## src/rtl/lsu_ctrl.sv

```systemverilog
// Load/store initiator: one request at a time, line-addressed byte-banked memory cycles, extended load data.
// Build option MISALIGN_SPLIT_EN: line-crossing accesses take two memory cycles; otherwise they are rejected with resp_err.
module lsu_ctrl #(
    parameter int ADDR_W = 12
) (
    input  logic              clock,
    input  logic              reset_n,
    input  logic              req_valid,
    output logic              req_ready,
    input  logic              req_we,
    input  logic [1:0]        req_size,
    input  logic              req_signed,
    input  logic [ADDR_W-1:0] req_addr,
    input  logic [31:0]       req_wdata,
    output logic              resp_valid,
    output logic [31:0]       resp_rdata,
    output logic              resp_err,
    output logic [ADDR_W-3:0] mem_addr,
    output logic              mem_we,
    output logic [3:0]        mem_be,
    output logic [31:0]       mem_wdata,
    input  logic [31:0]       mem_rdata
);
    localparam int LW = ADDR_W - 2;

`ifdef MISALIGN_SPLIT_EN
    typedef enum logic [1:0] {IDLE, ACC0, ACC1, RESP} state_t;
`else
    typedef enum logic [1:0] {IDLE, ACC0, RESP} state_t;
`endif

    state_t      state;
    logic [1:0]  r_off;
    logic [1:0]  r_size;
    logic        r_signed;
`ifdef MISALIGN_SPLIT_EN
    logic [3:0]  r_behi;
    logic [31:0] lo;
`endif

    logic [3:0]  m;
    logic [7:0]  be8;
    logic        split;
    logic [31:0] wrot;

    always_comb begin
        case (req_size)
            2'b00:   m = 4'b0001;
            2'b01:   m = 4'b0011;
            default: m = 4'b1111;
        endcase
        be8   = {4'b0000, m} << req_addr[1:0];
        split = |be8[7:4];
        case (req_addr[1:0])
            2'd0:    wrot = req_wdata;
            2'd1:    wrot = {req_wdata[23:0], req_wdata[31:24]};
            2'd2:    wrot = {req_wdata[15:0], req_wdata[31:16]};
            default: wrot = {req_wdata[7:0],  req_wdata[31:8]};
        endcase
    end

    // {hi,lo} holds the two lines; shift the addressed bytes down, then trim and extend
    function automatic logic [31:0] load_ext(input logic [63:0] hl, input logic [1:0] off,
                                             input logic [1:0] size, input logic sgn);
        logic [31:0] sh;
        sh = 32'(hl >> {off, 3'b000});
        case (size)
            2'b00:   load_ext = {{24{sgn & sh[7]}}, sh[7:0]};
            2'b01:   load_ext = {{16{sgn & sh[15]}}, sh[15:0]};
            default: load_ext = sh;
        endcase
    endfunction

    always_ff @(posedge clock or negedge reset_n) begin
        if (!reset_n) begin
            state      <= IDLE;
            req_ready  <= 1'b1;
            resp_valid <= 1'b0;
            resp_err   <= 1'b0;
            resp_rdata <= '0;
            mem_addr   <= '0;
            mem_we     <= 1'b0;
            mem_be     <= '0;
            mem_wdata  <= '0;
            r_off      <= '0;
            r_size     <= '0;
            r_signed   <= 1'b0;
`ifdef MISALIGN_SPLIT_EN
            r_behi     <= '0;
            lo         <= '0;
`endif
        end else begin
            case (state)
                IDLE: if (req_valid) begin
                    req_ready <= 1'b0;
                    r_off     <= req_addr[1:0];
                    r_size    <= req_size;
                    r_signed  <= req_signed;
                    mem_addr  <= req_addr[ADDR_W-1:2];
                    mem_wdata <= wrot;
`ifdef MISALIGN_SPLIT_EN
                    state     <= ACC0;
                    mem_we    <= req_we;
                    mem_be    <= be8[3:0];
                    r_behi    <= be8[7:4];
`else
                    if (split) begin
                        state      <= RESP;
                        resp_valid <= 1'b1;
                        resp_err   <= 1'b1;
                        resp_rdata <= '0;
                    end else begin
                        state  <= ACC0;
                        mem_we <= req_we;
                        mem_be <= be8[3:0];
                    end
`endif
                end
                ACC0: begin
`ifdef MISALIGN_SPLIT_EN
                    if (r_behi != 4'b0000) begin
                        state    <= ACC1;
                        lo       <= mem_rdata;
                        mem_addr <= mem_addr + LW'(1);
                        mem_be   <= r_behi;
                    end else
`endif
                    begin
                        state      <= RESP;
                        mem_we     <= 1'b0;
                        mem_be     <= '0;
                        resp_valid <= 1'b1;
                        resp_rdata <= mem_we ? 32'd0 : load_ext({32'd0, mem_rdata}, r_off, r_size, r_signed);
                    end
                end
`ifdef MISALIGN_SPLIT_EN
                ACC1: begin
                    state      <= RESP;
                    mem_we     <= 1'b0;
                    mem_be     <= '0;
                    resp_valid <= 1'b1;
                    resp_rdata <= mem_we ? 32'd0 : load_ext({mem_rdata, lo}, r_off, r_size, r_signed);
                end
`endif
                RESP: begin
                    state      <= IDLE;
                    req_ready  <= 1'b1;
                    resp_valid <= 1'b0;
                    resp_err   <= 1'b0;
                    resp_rdata <= '0;
                end
                default: state <= IDLE;
            endcase
        end
    end
endmodule

```

## config.mk

```make
export PLATFORM = sky130hd
export DESIGN_NAME = lsu_ctrl
export DESIGN_NICKNAME = d
export VERILOG_FILES = /design/src/rtl/lsu_ctrl.sv
export SDC_FILE = /design/constraint.sdc
export NUM_CORES = 1
export LEC_CHECK = 0
export ABC_AREA = 1
export CORE_AREA = 2 2 130 132
export CTS_BUF_LIST = sky130_fd_sc_hd__clkbuf_4 sky130_fd_sc_hd__clkbuf_8
export CTS_CLUSTER_SIZE = 30
export DETAILED_ROUTE_END_ITERATION = 6
export DIE_AREA = 0 0 132 134
export PLACE_DENSITY = 0.58
export SYNTH_ARGS = -nofsm -noshare
export SYNTH_HDL_FRONTEND = slang
export SYNTH_SLANG_ARGS = --single-unit
```

## constraint.sdc

```tcl
create_clock -name clock -period 1.7 [get_ports clock]
set_input_delay 0.425 -clock clock [delete_from_list [all_inputs] [get_ports clock]]
set_output_delay 0.425 -clock clock [all_outputs]
set_load 0.05 [all_outputs]
```

==> results.ini <==
[routing]
drt_iter0_drc = 312
ant_nets = 0
drc = 0
drt-pass1-iter-count = 5
post_drt_via_cell_ratio = 4.784
wl_mm = 16.93
wire_per_inst_microns = 14.35
vias = 5645

[floorplan]
core_area_sq_um = 16290
rows = 47
start_util_pct = 31.38
dieHeight_microns = 134
die_area_sq_um = 17690
die_x_microns = 132
ioPinCount = 165

[worst_hold_path]
hold_class = in2async

[yosys]
synth.area.top_cells = dfrtp_1, nand2_1, nand4_1
synth_top_area_share_pct = 43.07
synthAdderAreaFrac_pct = 0.7342
synth_top_family_by_area = simple AND/OR/NAND/NOR gates
syn_area_sq_um = 5112
synth-simple-area-share_pct = 44.71
ys_types = 21
synth-xor-area-share_pct = 0
avgSynthCellArea_sq_um = 6.563
seq_area_frac_synth_pct = 43.59
synth.net_count = 865
yosys_register_bits = 89
synth_top_area_cell = dfrtp_1
synth_mux_area_share_pct = 0
synth_warnings = 0
netlist_instances = 779
synth-compound-area-share_pct = 4.454

[sta]
max_freq_mhz = 626.4
relSlewSlack_pct = 67.07
hold_ws_ps = 79.39
min_period_ps = 1596
finalMaxSlewViolations = 0
fin_crit_sh_pct = 93.91
final_hold_viol_count = 0
skew_ps = 10.13
setup_violations = 0
worst_slew_pin_slew_ps = 493.9

[critical_path]
critical_path.top_delay_family = buffers and inverters
r2r_slack_ps = 100
cp.arrival_ps = 1870
rr_worst_depth = 10
worstSetupPathType = reg2reg
r2r_start = state[0]$_DFFE_PN0P_
crit_path_end_kind = flip-flop
path_common_cell = nor2_2
crit_path_max_incr_delay_ps = 390
cp_num_buf_inv = 4
regToRegEndpoint = resp_valid$_DFFE_PN0P_
crit_slowest_cell = dfrtp_1
crit_path_max_fanout = 23
worstPathRequired_ps = 1970
path_cells = inv_1, ha_4, inv_2, nor2_2, nor2_2, nand2_4, buf_12, buf_16, nand2_1, o21ai_0
cp-start-kind = flip-flop

[cts]
hold_buffers = 0
root_buffer = clkbuf_8
clkSinkCount = 89
htree_num_levels = 3
clk_pin_slew_ps = 80
cts_buffers = 9
cts_buffer_depth = 2
clock_latency_ps = 390
cts_tree = built

[placement]
place_area_sq_um = 7480
port_buffers = 164
detailed_place_hpwl_mm = 11.73
gp_congestion = 0.8289

[pwr]
powerDensity_nw_per_um2 = 1926
p_leak_nw = 3.978
irDropWorstVdd_v = 0.0008549
finalPower_mw = 15.03

[global_routing]
grt_first_pass_wirelength_mm = 27.90
antenna_found_initial = 0
grt_pass1_vias = 5508
gr-total-overflow = 0
grt_max_degree = 90
grtUsageTotal_pct = 19.63

[final_layout]
drive_gt1_share_pct = 16.67
final_design_area_no_fill_sq_um = 7804
diodes = 0
area_growth_syn_to_layout_pct = 52.64
fill_cells = 1661
multiInputGateArea_sq_um = 2591
nets = 1041
regArea_sq_um = 2228

[flow_run]
drv_cap = 0

[run_status]
status = completed

kinds of logic after synthesis:
family,after synthesis
AO/OA/AOI/OAI,45
AND/OR/NAND/NOR,566
buffers and inverters,76
flip-flops,89
adder cells (fa/ha/maj),3
routing by layer:
layer	routed length, microns	track usage [%]	vias to the layer above
met5	0	0	-
li1	-	-	2787
met3	1416	6.614	22
met1	7144	24.13	2667
met2	7990	32.32	169
met4	383	6.824	0
Yosys cell counts (all sizes together):
| library cell | number |
|---|---|
| nor2 | 28 |
| dfrtp | 88 |
| o31ai | 1 |
| nand4 | 32 |
| clkbuf | 14 |
| a21oi | 23 |
| dfstp | 1 |
| ha | 3 |
| o21ai | 21 |
| inv | 34 |
| buf | 28 |
| nand3 | 41 |
| nand2 | 465 |
what timing repair did:
| item | 4_1_cts | 5_1_grt |
|---|---|---|
| pin swaps | 0 | 2 |
| gates resized for setup | 2 | 9 |
| setup buffers | 0 | 4 |
| setup endpoints to repair | 3 | 32 |
| gates cloned | 1 | 1 |
worst max path at each step:
stage	start	endpoint	slack, ps	cells after the start
floorplan	state[0]$_DFFE_PN0P_	resp_rdata[16]$_DFFE_PN0P_	150	10
global placement	req_addr[1]	resp_rdata[18]$_DFFE_PN0P_	-220	8
detailed placement	req_addr[1]	resp_rdata[18]$_DFFE_PN0P_	-260	8
CTS	state[0]$_DFFE_PN0P_	resp_valid$_DFFE_PN0P_	20	8
global route	state[0]$_DFFE_PN0P_	resp_valid$_DFFE_PN0P_	-4	10
finish	state[0]$_DFFE_PN0P_	resp_valid$_DFFE_PN0P_	100	10
per-stage QoR:
| stage | instances | setup TNS [ps] | utilization, % | setup slack [ps] |
|---|---|---|---|---|
| 2_1_floorplan | 779 | 0 | - | 154.9 |
| 3_3_place_gp | 1158 | -9449 | 45.92 | -217.9 |
| 3_5_place_dp | 1158 | -11090 | 45.92 | -263.1 |
| 4_1_cts | 1175 | 0 | 47.33 | 20.59 |
| 5_1_grt | 1180 | -4.182 | 47.91 | -4.182 |
| 6_report | 1180 | 0 | 47.91 | 103.5 |
final cells by class:
| cell class | count | share of cell area (%) |
|---|---|---|
| clock buffer | 14 | 2.309 |
| clock inverter | 2 | 0.1603 |
| inverter | 34 | 1.667 |
| multi-input combinational | 614 | 33.21 |
| sequential | 89 | 28.56 |
| tap | 220 | 3.527 |
| timing repair buffer | 207 | 30.58 |
flip-flops by register name (all words and copies together), names as in the netlist:
register	flops
resp_valid	1
resp_rdata	32
r_size	2
mem_be	4
mem_addr	10
r_off	2
mem_wdata	32
resp_err	1
r_signed	1
req_ready	1
state	2
mem_we	1
power breakdown:
| part | internal [mW] | switching [mW] | total, mW | leakage [nW] |
|---|---|---|---|---|
| Sequential | 3.02 | 0.760 | 3.77 | 1.15 |
| Clock | 0.684 | 0.803 | 1.49 | 0.0995 |
| Combinational | 3.78 | 5.99 | 9.77 | 2.73 |
layout by cell type (no fill, tap or decap), types with 2 or more instances in the layout:
cell type / n
a21oi_1: 23
buf_12: 47
buf_4: 76
clkbuf_4: 2
clkbuf_8: 12
clkdlybuf4s50_1: 81
dfrtp_1: 88
ha_1: 2
inv_1: 30
inv_2: 3
nand2_1: 462
nand2_2: 2
nand3_1: 38
nand3_4: 2
nand4_1: 32
nor2_1: 22
nor2_2: 6
o21ai_0: 20
No activity file was read; power rests on OpenSTA's default activity.
==> RTL change, RTL diff (same settings) <==
`ADDR_W`: 12 -> 13.
--- a/src/rtl/lsu_ctrl.sv
+++ b/src/rtl/lsu_ctrl.sv
@@ -3,3 +3,3 @@
 module lsu_ctrl #(
-    parameter int ADDR_W = 12
+    parameter int ADDR_W = 13
 ) (
Ports: changed (resized mem_addr and req_addr); port bits go from 165 to 167. No check against the original RTL was run, so the function may have changed too.
==> RTL change against the unedited design <==
Wire length is 2.0% lower. Utilization is 0.15 points higher. Power is 2.5% lower. Count of clock-buffer cells in the layout is 1 lower. Global-route usage is 0.91 points lower. Largest power group unchanged. Critical endpoint is now resp_rdata[20]$_DFFE_PN0P_. Critical path type unchanged. Setup slack better by 0.037 ns. Sequential cell count is 1 higher. Cell area is 0.32% higher. Die area stayed put. Area after synthesis is 1.2% higher.
==> RTL change: results (changes against the unedited design) <==
Power Total 14700 uW (-2.5%); r2r setup slk 0.14 ns (+0.04 ns); number of global-route vias before repair 5288 (-4.0%); delay-heaviest family, CP simple AND/OR/NAND/NOR gates; post-synthesis mux area share 0% (unchanged); register cell area after layout 2250 um2 (+1.1%); fmax 641 MHz (+2.4%); synth warn 0 (unchanged); Slew HR 75.4% (+8.3 points); Fillers 1670 (+0.54%); WHS 0.487 ns (+0.408 ns); drt wl/cell 13.9 um (-2.8%); WP data arrival 1.83 ns (-0.04 ns); crit path max fanout 25 (+8.7%); worst hold path type reg2reg; layout cells sized above 1 18.4% (+1.7 points); Crit. Startpoint state[0]$_DFFE_PN0P_; share of power burned in registers 25.7% (+0.6 points); top flop regs mem_wdata (32), resp_rdata (32), mem_addr (11); dpl ws -0.241 ns (+0.0220 ns); dpl cell area 7580 um2 (+1.4%); worst-skew pair later-pin latency 0.37 ns (-0.02 ns); dpl hpwl 12.3 mm (+5.0%); Total GRT Usage 18.7% (-0.91 points); clk slew on worst S/H paths 0.10 ns (+0.02 ns); 1st-iter DRT viols 428 (+37%); via count 5552 (-1.6%); met1 WL 7.53 mm (+5.4%); LEAKAGE 0.00400 uW (+0.65%); status completed; Post-synth ARST share 100% (unchanged); Fin Clk Skew 0.0126 ns (+0.00243 ns); Clock group 1550 uW (+4%); met3 WL 1.56 mm (+10%); Final Non-Filler Cells 1190 (+0.85%); maximum VDD drop 0.00105 V (+23%); met2 WL post-DR 7.27 mm (-9.0%); initial antenna violation count 0 (unchanged); IO Port Bufs 166 (+1.2%); RD Place Congestion 0.828 (-0.14%); Synth cell types 24 (+14%); Max Buffers Root-to-Sink 2 (unchanged); Num CTS Buffers 9 (unchanged); slowest cell delay on critical path 0.40 ns; Area contributors post-synth dfrtp_1 43%, nand2_1 30%, o21ai_0 4.4%, a21oi_1 4.3%, nand3_1 3.5%; FF-to-FF End resp_rdata[20]$_DFFE_PN0P_; global-route wire length before repair 26.8 mm (-4.1%); mean post-synth cell area 6.68 um2 (+1.7%); Psw 7380 uW (-2.2%); sequential-to-total area share from yosys stat 43.6% (about the same); synth cell count leaders 410 x nand2_1, 89 x dfrtp_1, 45 x o21ai_0, 44 x a21oi_1; Post-layout nets 1052 (+1.1%); Compound-Gate Fraction of Synth Area 9.36% (+4.9 points); syn nets 862 (-0.35%); adder-cell share of the synthesized area 0.726% (-0.0087 points); Post-DRT Antenna Nets 0 (unchanged); pin count of the biggest net entering global routing 51 (-43%)
## RTL change: cell count changes in the layout (fill, tap and decap cells not counted), moves of 8 or more
cell,delta
nand4_1,-12
buf_12,-8
buf_4,+22
nand2_1,-54
a21oi_1,+21
o21ai_0,+25
## RTL change: cell type report
type	instances	share of cell area, %
multi-input combinational	601	32.8
timing repair buffer	221	30.3
sequential	90	28.8
tap	220	3.52
inverter	42	2.06
clock buffer	13	2.05
clock inverter	3	0.511
## RTL change: tightest hold or removal path, delay by kind of cell (launching register included)
kind,cells,cell delay [ns]
flops,1,0.36
simple gates,2,0.10
## RTL change: what timing repair did
action	4_1_cts	5_1_grt
buffers inserted	0	0
setup endpoints to repair	0	16
hold endpoints to repair	22	0
hold buffers	1	0
gates resized for setup	0	4
## RTL change: layer usage
metal | global-route usage, % | vias up
met4 | 6.64 | 0
met5 | 0 | -
li1 | - | 2822
met2 | 28.1 | 195
met1 | 25.3 | 2519
met3 | 6.24 | 16
